`config.mk`:
```
export PLATFORM = sky130hd
export DESIGN_NAME = tick_sched
export DESIGN_NICKNAME = d
export VERILOG_FILES = /design/src/rtl/tick_sched.sv
export SDC_FILE = /design/constraint.sdc
export NUM_CORES = 1
export LEC_CHECK = 0
export BUFFER_PORTS_ARGS = -buffer_cell sky130_fd_sc_hd__buf_2
export CAP_MARGIN = 15
export CORE_UTILIZATION = 40
export DETAILED_ROUTE_END_ITERATION = 6
export PLACE_DENSITY_LB_ADDON = 0.05
export SYNTH_ARGS = -nofsm -noshare
export SYNTH_HDL_FRONTEND = slang
export SYNTH_SLANG_ARGS = --single-unit
```
`constraint.sdc`:
```
create_clock -name clk -period 1.95 [get_ports clk]
set_clock_uncertainty 0.05 [all_clocks]
set_input_delay 0.39 -clock clk [delete_from_list [all_inputs] [get_ports clk]]
set_output_delay 0.39 -clock clk [all_outputs]
set_load 0.02 [all_outputs]
```
`src/rtl/tick_sched.sv`:
```
// Multi-channel tick scheduler: each channel counts base strobes and issues
// periodic or one-shot single-cycle pulses with busy/done status.
module tick_sched #(
   parameter  int NCH = 4,
   parameter  int PW  = 8,
   localparam int CW  = (NCH > 1) ? $clog2(NCH) : 1
) (
   input  logic           clk,
   input  logic           reset,
   input  logic           tick_in,
   input  logic           cfg_we,
   input  logic [CW-1:0]  cfg_ch,
   input  logic [PW-1:0]  cfg_period,
   input  logic           cfg_mode,
   input  logic [NCH-1:0] start,
   input  logic [NCH-1:0] stop,
   input  logic [NCH-1:0] done_clr,
   output logic [NCH-1:0] ch_pulse,
   output logic [NCH-1:0] ch_busy,
   output logic [NCH-1:0] ch_done
);

   typedef enum logic [1:0] {
      ST_IDLE = 2'd0,
      ST_RUN  = 2'd1,
      ST_DONE = 2'd2
   } state_t;

   state_t        state_r         [NCH];
   logic [PW-1:0] shadow_period_r [NCH];
   logic          shadow_mode_r   [NCH];
   logic          active_mode_r   [NCH];
   logic [PW-1:0] cnt_r           [NCH];
   logic [NCH-1:0] load_s;

   // Load request per channel: start without stop, and a usable shadow period
   always_comb begin
      load_s = {NCH{1'b0}};
      for (int i = 0; i < NCH; i++) begin
         if (start[i] && !stop[i] && (shadow_period_r[i] != {PW{1'b0}})) begin
            load_s[i] = 1'b1;
         end else begin
            load_s[i] = 1'b0;
         end
      end
   end

   // Per-channel configuration, counter and state machine with registered outputs
   always_ff @(posedge clk or negedge reset) begin
      if (!reset) begin
         for (int i = 0; i < NCH; i++) begin
            state_r[i]         <= ST_IDLE;
            shadow_period_r[i] <= {PW{1'b0}};
            shadow_mode_r[i]   <= 1'b0;
            active_mode_r[i]   <= 1'b0;
            cnt_r[i]           <= {PW{1'b0}};
         end
         ch_pulse <= {NCH{1'b0}};
         ch_busy  <= {NCH{1'b0}};
         ch_done  <= {NCH{1'b0}};
      end else begin
         for (int i = 0; i < NCH; i++) begin
            ch_pulse[i] <= 1'b0;
            // cfg_ch values at or above NCH never match, so such writes drop
            if (cfg_we && (cfg_ch == CW'(i))) begin
               shadow_period_r[i] <= cfg_period;
               shadow_mode_r[i]   <= cfg_mode;
            end
            // Clear first so a completion later in this block overrides it
            if (done_clr[i]) begin
               ch_done[i] <= 1'b0;
            end
            if (load_s[i]) begin
               cnt_r[i]         <= shadow_period_r[i];
               active_mode_r[i] <= shadow_mode_r[i];
               state_r[i]       <= ST_RUN;
               ch_busy[i]       <= 1'b1;
               ch_done[i]       <= 1'b0;
            end else begin
               case (state_r[i])
                  ST_IDLE, ST_DONE: begin
                     state_r[i] <= state_r[i];
                  end
                  ST_RUN: begin
                     if (stop[i]) begin
                        state_r[i] <= ST_IDLE;
                        ch_busy[i] <= 1'b0;
                     end else if (tick_in && !start[i]) begin
                        if (cnt_r[i] != PW'(1)) begin
                           cnt_r[i] <= cnt_r[i] - PW'(1);
                        end else if (active_mode_r[i]) begin
                           ch_pulse[i] <= 1'b1;
                           ch_done[i]  <= 1'b1;
                           state_r[i]  <= ST_DONE;
                           ch_busy[i]  <= 1'b0;
                        end else begin
                           ch_pulse[i]      <= 1'b1;
                           cnt_r[i]         <= shadow_period_r[i];
                           active_mode_r[i] <= shadow_mode_r[i];
                           if (shadow_period_r[i] == {PW{1'b0}}) begin
                              state_r[i] <= ST_IDLE;
                              ch_busy[i] <= 1'b0;
                           end else begin
                              state_r[i] <= ST_RUN;
                           end
                        end
                     end else begin
                        state_r[i] <= ST_RUN;
                     end
                  end
                  default: begin
                     state_r[i] <= ST_IDLE;
                     ch_busy[i] <= 1'b0;
                  end
               endcase
            end
         end
      end
   end

endmodule

```
; ---- Yosys cells after proc, flatten, opt, wreduce, memory -nomap -nowiden
; Cells that the tools add are included.
[classes]
muxes = 156
n_reduce_logical = 65
addsub = 4
n_eq_ne = 47
[op_table]
columns = cell, count
row1 = $mux 8, 24
row2 = $mux 1, 104
row3 = $reduce_and 4->1, 12
row4 = $mux 2, 20
row5 = $ne 5x5->1 const B, 8
row6 = $logic_not 8->1, 4
row7 = $ne 4x4->1 const B, 8
row8 = $ne 8x1->1 const B, 4
row9 = $reduce_bool 8->1, 4
row10 = $sub 8x1->8 const B, 4
row11 = $logic_and 1x1->1, 16
row12 = $ne 2x2->1 const B, 8
row13 = $pmux 2 s2, 4
row14 = $reduce_bool 2->1, 8
row15 = $eq 2x2->1 const B, 6
row16 = $ne 3x1->1 const B, 4
row17 = $eq 2x1->1 const B, 5
row18 = $logic_not 2->1, 5
row19 = $logic_not 1->1, 8
row20 = $ne 2x1->1 const B, 4
row21 = $pmux 1 s2, 4
row22 = $reduce_and 2->1, 4
row23 = $reduce_or 2->1, 4
[word_totals]
regBits = 92
in_bits = 27
elab_cells = 298
output_inout_bits = 12

; ---- Longest topological paths before layout
; Gate-level depths: netlist of the first run.
[logic_depth]
ltp_word = 8
depth_mapped = 8
depth_no_buf = 7

; ---- Least setup slack after synthesis of the first run
; OpenSTA, ideal clock, no wires.
[synth_timing]
kind = reg2reg
startpoint = reg cnt_r[1] in the netlist's numbering
endpoint = reg ch_busy[3]
path_stages_with_launch = 9
slack_ns = -0.087
t_arrival_ns = 1.869
setup_ns = 0.118
n_path_buf = 1
period_less_slack_ns = 2.037
t_required_ns = 1.782
cell_sequence = dfrtp_1 inv_1 ha_1 or3b_2 or2_1 buf_6 o31ai_4 nand2_1 a21o_1
[synth_between]
elab_chain_len = 3
[synth_lines]
columns = item, line_no
row1 = "start, declared", 33  ; logic [PW-1:0] cnt_r [NCH];
row2 = "start signal, assigned by index", 56  ; cnt_r[i] <= {PW{1'b0}};
row3 = "start signal, assigned by index", 74  ; cnt_r[i] <= shadow_period_r[i];
row4 = "start signal, assigned by index", 90  ; cnt_r[i] <= cnt_r[i] - PW'(1);
row5 = $ne 8x1->1, 89  ; if (cnt_r[i] != PW'(1)) begin
row6 = $ne 4x4->1 (no line), n/a
row7 = $reduce_and 4->1 (no line), n/a
row8 = "end signal, assigned", 59  ; ch_busy <= {NCH{1'b0}};
row9 = "end, declared", 19  ; output logic [NCH-1:0] ch_busy,
; Every way passes these cells.
; A chain may end at the register's enable or synchronous reset.

; ---- Final worst setup path of the first run
[layout_timing]
startpoint = reg cnt_r[2] in the netlist's numbering
endpoint = reg cnt_r[7] in the netlist's numbering
[layout_between]
elab_chain_len = 6
word_cells_on_any_way = 9
classes_between = add/sub: 1 / eq/ne: 2 / mux: 5 / reduce/logical: 1
[layout_lines]
columns = item, line_no
row1 = $sub 8x1->8 / $ne 8x1->1 (equally long branches), "90, 89"
row2 = $mux 8, 89
row3 = $mux 8, 88  ; end else if (tick_in && !start[i]) begin
row4 = $mux 8, 85  ; if (stop[i]) begin
row5 = $mux 8, 80  ; case (state_r[i])
row6 = $mux 8, 73  ; if (load_s[i]) begin
; Several ways; a longest one is shown, not always the timed one. The select of a mux whose other input is x is not followed.

==> results_dict.tcl, run 1 <==
set metrics [dict create \
    drt_iter0_markers 221 \
    row_count 39 \
    ioPinCount 39 \
    synth.most_common_cell "dfrtp_1" \
    total_power_mw 5.87 \
    grt_pass1_wl_mm 19.7 \
    dp_hpwl_mm 8.93 \
    synth_area_sq_um 4680 \
    drv_slew 0 \
    clock_latency_ns 0.35 \
    area_delta_synth_final_pct 30.9 \
    yosys.cell_types.count 69 \
    cts_tree "yes" \
    max_stage_delay_ns 0.58 \
    ctsHtreeMaxLevel 3 \
    path_class "reg -> reg" \
    grt_antenna_before_repair 2 \
    io_buffers 38 \
    final_hold_viol_count 0 \
    cp-start-kind "flip-flop" \
    synth_enable_flop_cells 0 \
    start_util_pct 41.0 \
    gr-total-overflow 0 \
    pre_cts_ws_ns -0.161 \
    finalSetupViolCount 5 \
    grt_max_degree 39 \
    violations "negative setup slack" \
    synth-seq-cells 92 \
    cts_buffers 9 \
    yosysWarnings 0 \
    max_cap_violations 0 \
    firstDrtPassIters 4 \
    fin_crit_sh_pct 102 \
    cellPowerDensity_nw_per_um2 959 \
    root_buffer "clkbuf_16" \
    ant_nets 0 \
    arrival_ns 2.16 \
    n_antenna_cell 0 \
    period_minus_slack_ns 1.99 \
    synth_largest_area_cell "dfrtp_1" \
    die_area_sq_um 12100 \
    synth_cells 456 \
    power_leakage_nw 2.69 \
    drive_above_1_share_pct 35.6 \
    place.gp.congestion 0.892 \
    setup-tns-final_ns -0.0853 \
    status "complete, but fails checks" \
    wl_per_cell_um 17.3 \
    track_usage_pct 22.0 \
    hold_path.class "in -> reg" \
    die_h_um 110 \
    yosysSeqAreaShare_pct 49.2 \
    critPathMaxFanout 5 \
    end_kind "flip-flop" \
    yosys-top-cells-area "dfrtp_1 (49%), mux2_2 (7.7%), o21ai_0 (3.3%)" \
    core-area_sq_um 11400 \
    worst_slew_pin_slew_ns 0.533 \
    die_w_um 110 \
    vias 4041 \
    synth_ff_type "dfrtp_1" \
    drc_errors 0 \
    syn_avg_cell_area_sq_um 10.3 \
    cp_slowest_cell "or4_4" \
    async_flop_share_pct 100 \
    grt_pass1_vias 3819 \
    path_cells "or4_4 -> o311a_4 -> o211a_1 -> o32ai_2 -> a41oi_2" \
    clock-sinks 92 \
    layout.nets 603 \
    max-vdd-ir-drop_uv 623 \
    avgViaCountPerCell 5.64 \
    max_freq_ghz 0.504 \
    finish.utilization_pct 53.7 \
    maxSlewHeadroom_pct 64.4 \
    worstPathRequired_ns 2.12 \
    clockBufferDepth 2 \
    netlist_top_cells_count "dfrtp_1 (92), nand2_1 (38), mux2_2 (32)" \
    setup_slack_ns -0.0357 \
    rsz0062_at_grt "true" \
    syn_nets 491 \
    cts.clk_slew.worst_paths_ns 0.07 \
    drt-total-wl_mm 12.4 \
    synth.top_cell.area_share_pct 49.2 \
]
-- cells by family after synthesis --
group                      Yosys count  share of synthesized area [%]
AOI/OAI and AO/OA                  126                           18.3
adders and majority gates            8                           2.14
buffers and inverters               33                           3.02
DFF                                 92                           49.2
muxes                               35                           8.34
and+or+nand+nor                    162                           19.0
-- cell type report --
cell class	instances	area, sq um
inverters	21	78.8
clock inverters	7	98.8
well taps	143	179
fillers	1038	5290
clock buffers	9	225
multi-input cells	333	2450
repair buffers	111	791
flip-flops and latches	92	2300
-- repair_timing --
action / in CTS / in global routing
hold buffers: 1 / 0
gates resized for setup: 10 / 34
endpoints found under the hold margin: 17 / 0
setup endpoints to repair: 16 / 29
pin swaps: 3 / 8
setup buffers: 2 / 5
gates cloned: 1 / 1
-- registers in the layout (all words and copies together), names as in the netlist --
name	count
active_mode_r	4
ch_busy	4
ch_done	4
ch_pulse	4
cnt_r	32
shadow_mode_r	4
shadow_period_r	32
state_r	8
-- metrics by stage --
step | hold slack, ns | instances | instance area, sq um
after CTS | 0.226 | 710 | 5920
after detailed placement | 0.254 | 690 | 5510
after global routing | 0.255 | 716 | 6130
final | 0.241 | 716 | 6130
after floorplan | 0.0444 | 456 | 4680
after global placement | 0.251 | 690 | 5510
-- worst paths after layout --
path / start / end / slack, ns / cells past startpoint
worst max-delay path: cnt_r[2] / cnt_r[7] / -0.04 / 5
worst min register to register: ch_busy[3] / ch_busy[3] / 0.42 / 1
worst max register to register: cnt_r[2] / cnt_r[7] / -0.04 / 5
min in group asynchronous: reset / cnt_r[16] / 0.42 / 2
max in group asynchronous: reset / cnt_r[27] / 0.93 / 3
worst min-delay path: done_clr[3] / ch_done[3] / 0.24 / 3
-- power by group --
part	internal, mW	switching [mW]
Combinational	0.715	0.683
Clock	1.13	0.790
Sequential	2.24	0.320
-- cell usage in the layout (no fill, tap or decap), types with 5 or more instances in the layout --
| cell | synthesis | layout |
|---|---|---|
| o21ai_0 | 31 | 28 |
| nand4_1 | 7 | 7 |
| nand2b_1 | 11 | 11 |
| nor2_1 | 29 | 28 |
| inv_1 | 21 | 19 |
| o21ai_1 | 6 | 7 |
| clkbuf_16 | 0 | 9 |
| nor2b_1 | 5 | 5 |
| mux2_2 | 32 | 32 |
| buf_4 | 0 | 65 |
| buf_2 | 2 | 37 |
| nand2_1 | 38 | 38 |
| nor4_1 | 11 | 10 |
| buf_6 | 2 | 6 |
| ha_1 | 8 | 6 |
| dfrtp_1 | 92 | 92 |
| a21o_1 | 5 | 5 |
| a21oi_1 | 30 | 29 |
| nand3_1 | 13 | 12 |
| nor3_1 | 13 | 11 |
-- per-layer routing --
layer  wire, um  global-route usage (%)  up-vias
li1           -                       -     1936
met1       5820                    29.8     1983
met2       5820                    34.4      100
met3        575                    6.29       20
met4        192                    6.02        2
met5         10                       0        -
-- critical path: cells and delay by family (launching register included) --
| kind | cells | cell delay, ns |
|---|---|---|
| AO/OA/AOI/OAI | 4 | 0.84 |
| flip-flops | 1 | 0.39 |
| AND/OR/NAND/NOR | 1 | 0.58 |
Power figures use the tool's default switching activity.
==> inputs of run 2 (changes only) <==
- CORE_ASPECT_RATIO: unset -> 0.5
==> run 2 against run 1 <==
Compared with the run above:
- the flow still finishes with violations (negative setup slack)
- worst hold slack better by 0.0056 ns
- sequential share of layout area decreased by 0.80 points
- via count is 1.9% higher
- largest power group unchanged
==> results_dict.tcl, run 2 (same netlist as run 1, synthesis figures left out) <==
set metrics [dict create \
    cellPowerDensity_nw_per_um2 960 \
    die_area_sq_um 12200 \
    layout.nets 615 \
    firstDrtPassIters 4 \
    maxSlewHeadroom_pct 62.3 \
    r2r-start "cnt_r[5]" \
    cp-start-kind "flip-flop" \
    worst_slew_pin_slew_ns 0.565 \
    hold_path.class "in -> reg" \
    row_count 27 \
    ctsHtreeMaxLevel 3 \
    root_buffer "clkbuf_16" \
    arrival_ns 2.17 \
    vias 4117 \
    max_freq_ghz 0.504 \
    setup-tns-final_ns -0.116 \
    finalSetupViolCount 5 \
    total_power_mw 6.01 \
    grt_max_degree 33 \
    ff2ff_setup_slack_ns -0.03 \
    pre_cts_ws_ns -0.101 \
    clock-sinks 92 \
    cts_buffers 9 \
    die_h_um 78.5 \
    layout_common_cells "dfrtp_1 (92), buf_4 (77), buf_2 (38), nand2_1 (37), mux2_2 (32)" \
    cp_slowest_cell "or4_4" \
    wl_per_cell_um 16.9 \
    drt_iter0_markers 217 \
    gr-total-overflow 0 \
    finish.utilization_pct 56.0 \
    violations "negative setup slack" \
    ff_latch_area_sq_um 2300 \
    drt-total-wl_mm 12.6 \
    path_depth 7 \
    n_antenna_cell 0 \
    drv_slew 0 \
    reg.largest.list "cnt_r (32), shadow_period_r (32), state_r (8)" \
    drive_above_1_share_pct 38.1 \
    io_buffers 38 \
    cts.clk_slew.worst_paths_ns 0.06 \
    reg2reg_to "cnt_r[4]" \
    dp_hpwl_mm 8.81 \
    clock_latency_ns 0.34 \
    grt_pass1_vias 3861 \
    place.gp.congestion 0.870 \
    max-vdd-ir-drop_uv 396 \
    setup_slack_ns -0.0336 \
    path_delay_family "simple AND/OR/NAND/NOR gates" \
    fillers 1016 \
    grt_antenna_before_repair 0 \
    final_common_cell "dfrtp_1" \
    ant_nets 0 \
    multiInputGateArea_sq_um 2470 \
    dpl_cell_area_sq_um 5600 \
    path_cells "or4_4 -> buf_6 -> or2_4 -> buf_6 -> nand4_1 -> mux2i_1 -> a22o_1" \
    cts_tree "yes" \
    power_leakage_nw 2.77 \
    period_minus_slack_ns 1.98 \
    critPathLaunch "cnt_r[5]" \
    rsz0062_at_grt "true" \
    ioPinCount 39 \
    holdPathStages 3 \
    grt_pass1_wl_mm 20.2 \
    final_hold_viol_count 0 \
    critPathMaxFanout 5 \
    path_class "reg -> reg" \
    area_delta_synth_final_pct 33.7 \
    clockBufferDepth 2 \
    drc_errors 0 \
    core-area_sq_um 11200 \
    fin_crit_sh_pct 102 \
    end_kind "flip-flop" \
    dp_cells 716 \
    track_usage_pct 21.6 \
    max_cap_violations 0 \
    critPathMostFrequentCell "buf_6" \
    hold_ws_ns 0.247 \
    worstPathRequired_ns 2.13 \
    start_util_pct 41.9 \
    die_w_um 155 \
    reg2reg_depth 7 \
    crit_path_end "cnt_r[4]" \
    max_stage_delay_ns 0.57 \
    critPathBufInv 2 \
    fin_area_sq_um 6260 \
    status "complete, but fails checks" \
    layout.cells.non_filler 744 \
    avgViaCountPerCell 5.53 \
]
## run 2: cell count changes in the layout (fill, tap and decap cells not counted), sizes merged
cell | before | now
buf | 110 | 122
clkbuf | 9 | 13
clkinvlp | 4 | 1
inv | 22 | 21
## run 2: worst min path at each step
stage | from | end
3_5_place_dp | reset | active_mode_r[2]
5_1_grt | done_clr[0] | ch_done[0]
3_3_place_gp | reset | active_mode_r[2]
2_1_floorplan | reset | active_mode_r[0]
4_1_cts | done_clr[3] | ch_done[3]
6_report | done_clr[2] | ch_done[2]
## run 2: tightest hold or removal path, stage by stage
cell and delay, ns:
buf_2 0.07, nand2b_1 0.09, a21oi_1 0.06
## run 2: repair_timing
action                                  4_1_cts  5_1_grt
endpoints found under the hold margin        28        0
gates cloned                                  0        3
pin swaps                                     2       16
hold buffers                                  1        0
endpoints found under the setup margin       15       27
buffers inserted                              1        7
resized for setup                             9       38
## run 2: metal layers
metal	routed length, um	up-vias	share of wire [%]	GRT usage [%]
met2	5330	96	42	32.9
met3	496	14	3.9	4.42
li1	-	1957	-	-
met5	0	-	0	0
met1	6600	2050	52	31.3
met4	153	0	1.2	5.45
## run 2: layout make-up
class	instances	share of cell area (%)
multi-input combinational	333	39.4
sequential	92	36.8
timing repair buffer	123	14.0
clock buffer	13	4.32
tap	159	3.18
inverter	21	1.26
clock inverter	3	1.08
## run 2: report_power, final
part / leakage [nW] / total, mW / switching [mW] / internal [mW]
Clock: 0.162 / 1.97 / 0.736 / 1.23
Sequential: 1.12 / 2.56 / 0.322 / 2.24
Combinational: 1.49 / 1.49 / 0.722 / 0.764
==> inputs of run 3 (changes only) <==
- CELL_PAD_IN_SITES_DETAIL_PLACEMENT: unset -> 1
- CELL_PAD_IN_SITES_GLOBAL_PLACEMENT: unset -> 1
- TNS_END_PERCENT: unset -> 1
==> run 3 against run 2 <==
Compared with the run above:
- the run still ends with negative setup slack left
- maximum frequency increased by 0.49%
- power shrank 6.1%
- sequential share of layout area increased by 1.2 points
- clock-buffer cell count shrank 3
- sequential cell count unchanged
- cell count is 2.0% lower
- via count fell by 2.1%
- register-to-register slack about the same
- worst setup slack gained 0.0097 ns
- design area fell by 3.3%
- first-iteration DRC count shrank 29%
- global-route usage rose by 2.7 points
- critical endpoint is now cnt_r[7]
- largest cell class unchanged
==> results_dict.tcl, run 3 (same netlist as run 1, synthesis figures left out) <==
set metrics [dict create \
    top_usage_layer "met2" \
    reg2reg_depth 5 \
    ff2ff_setup_slack_ns -0.02 \
    arrival_ns 2.14 \
    path_class "reg -> reg" \
    setup_slack_ns -0.0239 \
    worst_slew_pin_slew_ns 0.716 \
    r2r-start "cnt_r[3]" \
    max_cap_violations 0 \
    drive_above_1_share_pct 35.3 \
    swShare_pct 32.4 \
    vias 4032 \
    max-vdd-ir-drop_uv 414 \
    place.gp.congestion 0.832 \
    final_common_cell "dfrtp_1" \
    clock-sinks 92 \
    start_util_pct 41.9 \
    die_w_um 155 \
    core-area_sq_um 11200 \
    row_count 27 \
    holdPathStages 3 \
    end_kind "flip-flop" \
    hold_ws_ns 0.239 \
    hold_path.class "in -> reg" \
    p_seq_share_pct 45.8 \
    clock_latency_ns 0.35 \
    grt_antenna_before_repair 0 \
    drt_iter0_markers 155 \
    pre_cts_ws_ns -0.158 \
    finish.utilization_pct 54.2 \
    switchingPower_mw 1.83 \
    grt_use_met2_pct 38.8 \
    drt-total-wl_mm 13.5 \
    dp_hpwl_mm 9.90 \
    cellPowerDensity_nw_per_um2 932 \
    finalSetupViolCount 3 \
    fin_crit_sh_pct 101 \
    cp-start-kind "flip-flop" \
    grt_pass1_vias 4268 \
    cts_buffers 9 \
    ioPinCount 39 \
    reg.largest.list "cnt_r (32), shadow_period_r (32), state_r (8)" \
    drc_errors 0 \
    critPathMaxFanout 5 \
    drv_slew 0 \
    internal_power_mw 3.82 \
    fillers 1274 \
    grt_max_degree 37 \
    rsz0062_at_grt "true" \
    die_area_sq_um 12200 \
    gr-total-overflow 0 \
    dp_cells 707 \
    avgViaCountPerCell 5.53 \
    maxSlewHeadroom_pct 51.8 \
    area_delta_synth_final_pct 29.3 \
    n_antenna_cell 0 \
    firstDrtPassIters 4 \
    grtUsageMet1_pct 33.6 \
    layout.cells.non_filler 729 \
    min-delay-start "done_clr[3]" \
    combinationalPowerShare_pct 25.2 \
    layout.nets 600 \
    reg2reg_to "cnt_r[7]" \
    period_minus_slack_ns 1.97 \
    layout_common_cells "dfrtp_1 (92), buf_4 (66), nand2_1 (38), buf_2 (37), mux2_2 (32)" \
    track_usage_pct 24.3 \
    ctsHtreeMaxLevel 3 \
    wl_per_cell_um 18.6 \
    worstPathRequired_ns 2.12 \
    root_buffer "clkbuf_16" \
    power_leakage_nw 2.67 \
    setup-tns-final_ns -0.0538 \
    final_hold_viol_count 0 \
    use_met3_pct 4.86 \
    violations "negative setup slack" \
    cts_tree "yes" \
    grt_pass1_wl_mm 22.6 \
    hold-path-endpoint "ch_done[3]" \
    cts.clk_slew.worst_paths_ns 0.07 \
    status "complete, but fails checks" \
    pwr-share-clk_pct 28.9 \
    die_h_um 78.5 \
    max_freq_ghz 0.507 \
    ant_nets 0 \
    clockBufferDepth 2 \
    io_buffers 38 \
]
==> run 3: changes by cell type in the layout (fill, tap and decap cells not counted), moves of 2 or more <==
cell and change:
buf_6 -3, a21oi_1 +2, a21oi_2 -2, or4_4 -2, and3_1 +2, bufinv_16 -2
or4_1 +2, clkbuf_8 -3, buf_4 -11, clkinv_2 +3
==> run 3: power groups by stage <==
stage,Sequential (mW),Combinational (mW),Clock (mW)
after floorplan,2.53,0.701,0
after global placement,2.58,1.26,0
after detailed placement,2.58,1.30,0
after CTS,2.56,1.37,1.68
after global routing,2.64,1.58,1.73
final,2.59,1.42,1.63
==> run 3: metal layers <==
layer / part of all wire [%] / vias to the layer above
li1: - / 1928
met1: 50 / 2027
met2: 45 / 57
met3: 3.7 / 20
met4: 1.4 / 0
met5: 0 / -
==> run 3: layout make-up <==
type / count / area, sq um / area share, %
clock inverter: 6 / 40.0 / 0.661
multi-input combinational: 332 / 2430 / 40.2
timing repair buffer: 109 / 773 / 12.8
clock buffer: 10 / 229 / 3.78
tap: 159 / 199 / 3.29
inverter: 21 / 78.8 / 1.30
sequential: 92 / 2300 / 38.0
==> run 3: critical path, cell delays in order, from the launching register on <==
cell     delay, ns
dfrtp_1       0.38
or4_4         0.58
o311a_4       0.41
o211a_1       0.15
o32ai_2       0.21
a41oi_1       0.06
==> run 3: through the flow <==
stage | instance area [sq um] | power, mW
6_report | 6060 | 5.64
5_1_grt | 6060 | 5.95
3_3_place_gp | 5550 | 3.84
2_1_floorplan | 4680 | 3.23
4_1_cts | 5940 | 5.61
3_5_place_dp | 5550 | 3.89
==> run 3: how the worst max path moves through the flow <==
stage / from / endpoint / slack, ns / cells after the start
CTS: cnt_r[1] / cnt_r[0] / -0.02 / 8
finish: cnt_r[3] / cnt_r[7] / -0.02 / 5
global route: cnt_r[1] / cnt_r[7] / -0.07 / 7
floorplan: cnt_r[9] / cnt_r[10] / -0.02 / 8
detailed placement: cnt_r[1] / cnt_r[0] / -0.16 / 8
global placement: cnt_r[9] / cnt_r[10] / -0.08 / 6
==> run 3: what timing repair did <==
| item | 4_1_cts | 5_1_grt |
|---|---|---|
| cloned | 1 | 0 |
| setup buffers | 3 | 1 |
| pin swaps | 7 | 9 |
| gates resized for setup | 16 | 19 |
| hold buffers | 1 | 0 |
| setup endpoints to repair | 21 | 30 |
| endpoints found under the hold margin | 33 | 0 |
